## src/rtl/riscv_pkg.sv

```systemverilog
// Shared constants for the instruction-side blocks.
package riscv_pkg;
  localparam int unsigned ADDR_W   = 10;
  localparam int unsigned INSTR_W  = 32;
  localparam logic [31:0] RESET_PC = 32'h0000_0000;
  localparam logic [31:0] NOP      = 32'h0000_0013;
endpackage

```

## src/rtl/fetch_fifo.sv

```systemverilog
// Small synchronous FIFO with same-cycle push/pop and a synchronous clear.
module fetch_fifo #(
  parameter int unsigned WIDTH = 64,
  parameter int unsigned DEPTH = 2,
  parameter int unsigned CNT_W = $clog2(DEPTH + 1)
) (
  input  logic             clk,
  input  logic             rst,
  input  logic             push,
  input  logic             pop,
  input  logic             clear,
  input  logic [WIDTH-1:0] din,
  output logic [WIDTH-1:0] dout,
  output logic             full,
  output logic             empty,
  output logic [CNT_W-1:0] count
);
  localparam int unsigned PTR_W = (DEPTH > 1) ? $clog2(DEPTH) : 1;

  logic [WIDTH-1:0] mem [DEPTH];
  logic [PTR_W-1:0] wptr, rptr;
  logic             do_push, do_pop;

  function automatic logic [PTR_W-1:0] nxt(input logic [PTR_W-1:0] p);
    return (p == PTR_W'(DEPTH - 1)) ? '0 : p + 1'b1;
  endfunction

  assign empty   = (count == '0);
  assign full    = (count == CNT_W'(DEPTH));
  assign do_pop  = pop & ~empty;
  // a full FIFO still accepts a push when the head leaves in the same cycle
  assign do_push = push & (~full | do_pop);
  assign dout    = mem[rptr];

  always_ff @(posedge clk or posedge rst) begin
    if (rst) begin
      wptr  <= '0;
      rptr  <= '0;
      count <= '0;
      for (int i = 0; i < int'(DEPTH); i++) mem[i] <= '0;
    end else if (clear) begin
      wptr  <= '0;
      rptr  <= '0;
      count <= '0;
    end else begin
      assert (!(push && full && !pop));
      if (do_push) begin
        mem[wptr] <= din;
        wptr      <= nxt(wptr);
      end
      if (do_pop) rptr <= nxt(rptr);
      case ({do_push, do_pop})
        2'b10:   count <= count + 1'b1;
        2'b01:   count <= count - 1'b1;
        default: count <= count;
      endcase
    end
  end
endmodule

```

## src/rtl/instr_fetch.sv

```systemverilog
// Fetch front end: owns the PC, reads the 1-cycle instruction memory and
// buffers returned words for decode; redirects flush everything in flight.
module instr_fetch #(
  parameter int unsigned ADDR_W   = riscv_pkg::ADDR_W,
  parameter int unsigned INSTR_W  = riscv_pkg::INSTR_W,
  parameter logic [31:0] RESET_PC = riscv_pkg::RESET_PC,
  parameter int unsigned FQ_DEPTH = 2
) (
  input  logic               clk,
  input  logic               rst,
  input  logic               fetch_en,
  output logic               mem_rd_en,
  output logic [ADDR_W-1:0]  mem_rd_addr,
  input  logic [INSTR_W-1:0] mem_rd_instr,
  input  logic               redirect_valid,
  input  logic [31:0]        redirect_pc,
  output logic               if_valid,
  input  logic               if_ready,
  output logic [INSTR_W-1:0] if_instr,
  output logic [31:0]        if_pc
);
  localparam int unsigned CNT_W = $clog2(FQ_DEPTH + 1);
  localparam int unsigned SUM_W = CNT_W + 1;
  localparam int unsigned ENT_W = INSTR_W + 32;

  logic [31:0]      pc_q, req_pc_q;
  logic             inflight_q;
  logic [CNT_W-1:0] occ;
  logic             full, empty, pop, push, issue;
  logic [SUM_W-1:0] credit;
  logic [ENT_W-1:0] head;

  assign pop    = if_valid & if_ready;
  // slots already spoken for: buffered words plus the read coming back
  assign credit = SUM_W'(occ) + SUM_W'(inflight_q) - SUM_W'(pop);
  assign issue  = ~rst & fetch_en & ~redirect_valid & (credit < SUM_W'(FQ_DEPTH));
  assign push   = inflight_q & ~redirect_valid;

  assign mem_rd_en   = issue;
  assign mem_rd_addr = rst ? '0 : pc_q[ADDR_W+1:2];

  assign if_valid = ~empty;
  assign if_instr = empty ? '0 : head[ENT_W-1:32];
  assign if_pc    = empty ? '0 : head[31:0];

  always_ff @(posedge clk or posedge rst) begin
    if (rst) begin
      pc_q       <= RESET_PC;
      req_pc_q   <= '0;
      inflight_q <= 1'b0;
    end else if (redirect_valid) begin
      pc_q       <= {redirect_pc[31:2], 2'b00};
      inflight_q <= 1'b0;
    end else begin
      inflight_q <= issue;
      if (issue) begin
        pc_q     <= pc_q + 32'd4;
        req_pc_q <= pc_q;
      end
    end
  end

  fetch_fifo #(.WIDTH(ENT_W), .DEPTH(FQ_DEPTH), .CNT_W(CNT_W)) u_fq (
    .clk   (clk),
    .rst   (rst),
    .push  (push),
    .pop   (pop),
    .clear (redirect_valid),
    .din   ({mem_rd_instr, req_pc_q}),
    .dout  (head),
    .full  (full),
    .empty (empty),
    .count (occ)
  );
endmodule

```

## config.mk

```make
export PLATFORM = sky130hd
export DESIGN_NAME = instr_fetch
export DESIGN_NICKNAME = d
export VERILOG_FILES = /design/src/rtl/riscv_pkg.sv /design/src/rtl/fetch_fifo.sv /design/src/rtl/instr_fetch.sv
export SDC_FILE = /design/constraint.sdc
export NUM_CORES = 1
export LEC_CHECK = 0
export BUFFER_PORTS_ARGS = -buffer_cell sky130_fd_sc_hd__buf_2
export CAP_MARGIN = 20
export CELL_PAD_IN_SITES_DETAIL_PLACEMENT = 1
export CELL_PAD_IN_SITES_GLOBAL_PLACEMENT = 2
export CORE_ASPECT_RATIO = 1.75
export CORE_UTILIZATION = 38
export CTS_CLUSTER_SIZE = 14
export DETAILED_ROUTE_END_ITERATION = 6
export PLACE_DENSITY_LB_ADDON = 0.1
export SYNTH_ARGS = -nofsm -noshare
export SYNTH_HDL_FRONTEND = slang
export SYNTH_HIERARCHICAL = 1
export SYNTH_SLANG_ARGS = --single-unit
export TNS_END_PERCENT = 30
```

## constraint.sdc

```tcl
create_clock -name clk -period 4.8 [get_ports clk]
set_input_delay 0.72 -clock clk [delete_from_list [all_inputs] [get_ports clk]]
set_output_delay 0.72 -clock clk [all_outputs]
set_load 0.03 [all_outputs]
```

==> After elaboration in Yosys (flattened, before gate mapping) <==
Index checks and enable logic that the tools add are counted.
{ "word_totals": {"elab_cells": 64, "regBits": 197} }
{ "classes": {"muxes": 20, "reduce_logical": 8, "n_bitwise": 14, "n_lt_le_gt_ge": 4, "add_sub_neg": 7, "n_eq_ne": 3} }
{ "ops": {"columns": ["cell", "n"], "rows": [
  ["64-bit 2-to-1 mux", 4],
  ["128-bit bitwise mux", 1],
  ["32-bit 2-to-1 mux", 4],
  ["64-bit demux with 1-bit select", 1],
  ["32-bit by 3-bit adder with 32-bit output (second input constant)", 1],
  ["10-bit 2-to-1 mux", 1],
  ["1-bit bitwise AND", 7],
  ["1-bit 2-to-1 mux", 7],
  ["2-bit nonzero test", 3],
  ["2-bit equality test (second input constant)", 2],
  ["2-bit >= comparator (second input constant)", 2],
  ["1-bit inverter", 4],
  ["1-bit inverter with 2-bit output", 2],
  ["2-bit case mux with 2 select lines", 1],
  ["2-bit AND reduction", 2],
  ["2-bit by 1-bit adder with 3-bit output", 1],
  ["3-bit by 2-bit less-than comparator with 1-bit output (second input constant)", 1],
  ["3-bit nonzero test", 1],
  ["3-bit by 1-bit subtractor with 3-bit output", 1],
  ["1-bit adder (second input constant)", 2],
  ["2-bit by 1-bit adder with 2-bit output (second input constant)", 1],
  ["2-bit by 1-bit equality test with 1-bit output (second input constant)", 1],
  ["2-bit logical NOT", 1],
  ["2-bit by 1-bit less-than comparator with 1-bit output (second input constant)", 1],
  ["other kinds (4)", 4]
]} }

==> Longest topological paths before layout <==
{ "logic_depth": {"word_depth": 9, "mapped_depth": 14} }

==> Hierarchy <==
Netlist, hierarchy kept.
{ "modules_own_cells": {"columns": ["mod", "area_per_inst_um2", "cells_each", "instances", "seq_area_each_um2"], "rows": [
  ["fetch_fifo", 5918.2, 366, 1, 3303.2],
  ["instr_fetch", 3539.6, 434, 1, 1526.5]
]} }

==> Worst setup path after synthesis <==
OpenSTA, ideal clock, no wires.
{ "synth_timing": {"kind": "register to output", "startpoint": "register u_fq.count[1]", "endpoint": "output mem_rd_en", "stages_incl_launch_ff": 13, "setup_slack_ns": 0.683, "arrival_time_ns": 3.397, "path_cell_list": "dfrtp_1 nor2_1 clkbuf_1 nor2b_1 ha_1 nand2b_1 fa_1 nand2_1 or4_1 clkbuf_1 clkbuf_1 clkbuf_1 inv_1"} }
{ "synth_via": {"elab_chain_len": 6, "word_cells_on_any_way": 7} }
{ "synth_lines": {"columns": ["element", "line_no", "text"], "rows": [
  ["start: declaration", "fetch_fifo.sv:16", "output logic [CNT_W-1:0] count"],
  ["start signal: assignment", "fetch_fifo.sv:53", "2'b10: count <= count + 1'b1;"],
  ["start signal: assignment", "fetch_fifo.sv:54", "2'b01: count <= count - 1'b1;"],
  ["start signal: assignment", "fetch_fifo.sv:55", "default: count <= count;"],
  ["2-bit logical NOT", "fetch_fifo.sv:28", "assign empty = (count == '0);"],
  ["net empty", "instr_fetch.sv:29", "logic full, empty, pop, push, issue;"],
  ["1-bit inverter", "instr_fetch.sv:42", "assign if_valid = ~empty;"],
  ["1-bit bitwise AND", "instr_fetch.sv:33", "assign pop = if_valid & if_ready;"],
  ["net pop", "instr_fetch.sv:29", null],
  ["3-bit by 1-bit subtractor with 3-bit output", "instr_fetch.sv:35", "assign credit = SUM_W'(occ) + SUM_W'(inflight_q) - SUM_W'(pop);"],
  ["3-bit by 2-bit less-than comparator with 1-bit output", "instr_fetch.sv:36", "assign issue = ~rst & fetch_en & ~redirect_valid & (credit < SUM_W'(FQ_DEPTH));"],
  ["1-bit bitwise AND", "instr_fetch.sv:36", null],
  ["end: declaration", "instr_fetch.sv:12", "output logic mem_rd_en,"]
]} }
The timed path passes the listed nets, and every way through them passes these cells.

==> Final worst setup path <==
Same ends and word-level chain as after synthesis.

==> results <==
- The maximum clock frequency is 0.234 GHz.
- The sequential-to-total area share from yosys stat is 0.511.
- The area of the core region is 24500 µm².
- Yosys mapped the design onto 51 distinct sky130hd cell types.
- The flow ran to the end, and the final reports show no timing, DRC or antenna violations.
- The largest net degree at the start of global routing is 101.
- Setup repair after global routing left no endpoint under its margin.
- Synthesis inferred 193 register bits.
- The worst hold path begins at redirect_pc[12].
- The worst hold path passes through 2 cells.
- The proportion of register bits with asynchronous set or reset after synthesis is 1.00.
- Synthesis produced a netlist whose cell count is 800.
- The initial standard-cell utilization of the core is 0.386.
- The type of destination of the critical path is a primary output.
- The via count of the first global-routing pass came to 7187.
- The sort of element at the start of the critical path is a register.
- The initial antenna violation count is 0.
- In this run, the number of DRC markers left after iteration 0 of detailed routing was 214.
- The overall routing resource usage is 0.197.
- The number of instances in the placed design is 1224.
- TritonCTS built the clock tree.
- The min-delay analysis places its worst path in the category in2reg.
- The die is 121 µm wide.
- The maximum fanout along the worst path is 9.
- Yosys mapped a number of flops with a built-in enable equal to 0.
- The final setup violation count is 0.
- The netlist area before placement is 9460 µm².
- During I/O placement, the number of pins put on the boundary was 145.
- The share of synthesized area in the top cell type comes to 0.511.
- The clock sink count is 193.
- At the end of the flow the core is filled with cells to 0.451.
- In the final timing run, aggregate negative setup slack is 0 ns.
- The count of endpoints failing hold in the final timing report is 0.
- In this run the vertical extent of the chip is 211 µm.
- The weighted congestion reported at the end of routability-driven placement is 0.763.
- The post-route standard cell area excluding fillers is 11100 µm².
- The detailed-routing iteration count for the pre-antenna-repair pass is 4.
- In this run the critical register-to-register path is launched from u_fq/count[1].
- By count the netlist is led by 193 x sky130_fd_sc_hd__dfrtp_1, 143 x sky130_fd_sc_hd__mux2_2, 113 x sky130_fd_sc_hd__nand2_1.
- The CTS buffer count is 17.
- Averaged over all synthesized cells, the footprint is 11.8 µm².
- The number of gates given a new drive strength after cts is 0.
- The number of buffers between clock root and the deepest sink is 2.
- The kind of critical path is reg2out.
- The shortest period the worst path allows is 4.26 ns.
- The worst relative slew slack is 0.299.
- The wire length of the first global-routing pass is 38700 µm.
- The critical path data required time is 4.08 ns.
- The largest total area in the synthesized netlist belongs to sky130_fd_sc_hd__dfrtp_1.
- The number of setup buffers added after CTS is 0.
- The count of yosys warnings during synthesis is 6.
- IR analysis of the VDD net gives a maximum drop of 0.255 mV.
- After detailed routing, the number of vias per cell comes to 5.16.
- The timing startpoint of the critical path is u_fq/count[1].
- The number of max-cap violations is 0.
- The overall via count from detail_route is 6472.
- On the final layout, the worst hold slack is 0.469 ns.
- The number of buffers inserted by hold repair at cts is 0.
- The worst clock skew is 0.00767 ns.
- Summed over all cells, the static leakage comes to 0.00548 µW.
- The number of placement rows is 76.
- For this design the ratio of total power to cell area is 386 nW/µm².
- Dividing the detail-routed wire length by the instance count gives 18.7 µm.
- The layout has 2654 filler cells.
- The max-slew violation count came to 0.
- Data arrives at the worst endpoint at 3.54 ns.
- After detailed routing, the number of remaining DRC violations is 0.
- Of the cells placed in the final design, the portion with a size suffix greater than 1 is 0.414.
- The area growth from synthesis to final layout is 17.0%.
- For the pin with the worst max-slew slack, the measured transition is 1.05 ns.
- The clock root buffer is sky130_fd_sc_hd__clkbuf_16.
- The most frequently used cell type in the post-synthesis netlist is sky130_fd_sc_hd__dfrtp_1.
- The H-tree depth is 4.
- The remaining antenna violation count after routing is 0.
- The die covers 25500 µm².
- In the finished design, the share of the clock period the worst path needs comes to 0.888.
- The later pin in the worst-skew pair is clocked with a latency of 0.45 ns.
- In this run the tool buffered the top-level ports with 142 buffer cells.
- For the worst flop-to-flop path, the logic depth is 11.
- 0 antenna diodes ended up in the layout.
- The number of standard cells in the final layout excluding fillers is 1254.
- Once placement finished, the instance area stood at 10500 µm².
- The overflow left after global routing is 0.
- The primary flip-flop cell chosen by synthesis mapping is sky130_fd_sc_hd__dfrtp_1.
- Yosys attributes the largest share of cell area to sky130_fd_sc_hd__dfrtp_1 51%, sky130_fd_sc_hd__mux2_2 17%, sky130_fd_sc_hd__mux2_4 7.8%, sky130_fd_sc_hd__nor2b_1 5.5%, sky130_fd_sc_hd__nand2_1 4.5%.
- In the final design database the tool counted 1003 nets.
- The total length of routed wires is 23400 µm.
- Clock-pin slew was measured on the worst setup and hold paths at 0.07 ns.
- After legalization and detailed placement, the total HPWL measured 15400 µm.
## path summary, 6_finish.rpt
check                           endpoint  slack, ns
max in group asynchronous  u_fq/mem[117]       3.16
max                            mem_rd_en       0.54
max reg2reg                      pc_q[6]       0.81
min reg2reg                     pc_q[17]       0.49
min in group asynchronous       pc_q[12]       0.53
min                             pc_q[12]       0.47
## layout by cell type (no fill, tap or decap), drive strengths merged, types with 3 or more instances in the layout
master / count
clkbuf: 20
dfrtp: 193
o311ai: 6
and3: 4
nor3: 3
nand2b: 5
o21ai: 24
nand4: 11
o21bai: 4
conb: 4
nand3: 26
clkinvlp: 4
or3: 4
bufinv: 4
nor2: 16
a21oi: 9
buf: 155
o211ai: 6
inv: 11
xor2: 3
a22oi: 3
mux2: 192
nor2b: 83
or4: 5
nand2: 113
nor3b: 5
## layout make-up
cell class / instances / area (µm²) / share of cell area
well taps: 312 / 390 / 0.0353
flip-flops and latches: 193 / 4830 / 0.436
repair buffers: 155 / 808 / 0.0730
multi-input cells: 553 / 4380 / 0.395
clock inverters: 10 / 160 / 0.0145
clock buffers: 20 / 457 / 0.0413
inverters: 11 / 46.3 / 0.00418
## stage by stage
| step | power [µW] | setup slack, ns |
|---|---|---|
| 6_report | 4270 | 0.535 |
| 5_1_grt | 4500 | 0.331 |
| 4_1_cts | 4340 | 0.481 |
| 3_5_place_dp | 2790 | 0.656 |
| 3_3_place_gp | 2730 | 0.750 |
| 2_1_floorplan | 2580 | 0.554 |
## registers in the layout, summed over array words and instances, names as in the netlist
name	flops
req_pc_q	30
pc_q	30
u_fq/count	2
u_fq/rptr	1
u_fq/mem	128
u_fq/wptr	1
inflight_q	1
## metal layers
layer  wire (µm)  up-vias  share of wire  GRT usage
met5           0        -              0          0
met4         382        0          0.016     0.0651
met3         747       19          0.032     0.0400
met2       12200      123           0.52      0.342
met1       10100     3309           0.43      0.242
li1            -     3021              -          -
## cell families (layout without fill, tap and decap cells)
logic type,after synthesis,in the layout,synth area share
adders and majority gates,3,3,0.00476
DFF,193,193,0.511
AOI/OAI and AO/OA,63,63,0.0427
xor gates and xnor gates,5,5,0.00463
muxes,194,194,0.250
buffers and inverters,57,196,0.0294
other,1,4,0.000396
and+or+nand+nor,284,284,0.157
## power breakdown
part | internal, µW | switching (µW)
sequential | 1870 | 176
combinational | 425 | 280
clock | 891 | 627
total | 3190 | 1080
## critical path, stage by stage, from the launching register on
cell	delay, ns
sky130_fd_sc_hd__dfrtp_1	0.56
sky130_fd_sc_hd__nor2_4	0.07
sky130_fd_sc_hd__nor2b_1	0.40
sky130_fd_sc_hd__ha_1	0.32
sky130_fd_sc_hd__nand2b_1	0.16
sky130_fd_sc_hd__fa_1	0.49
sky130_fd_sc_hd__nand2_1	0.07
sky130_fd_sc_hd__or4_2	0.68
sky130_fd_sc_hd__inv_1	0.14
sky130_fd_sc_hd__buf_2	0.21
Power figures use the tool's default switching activity.
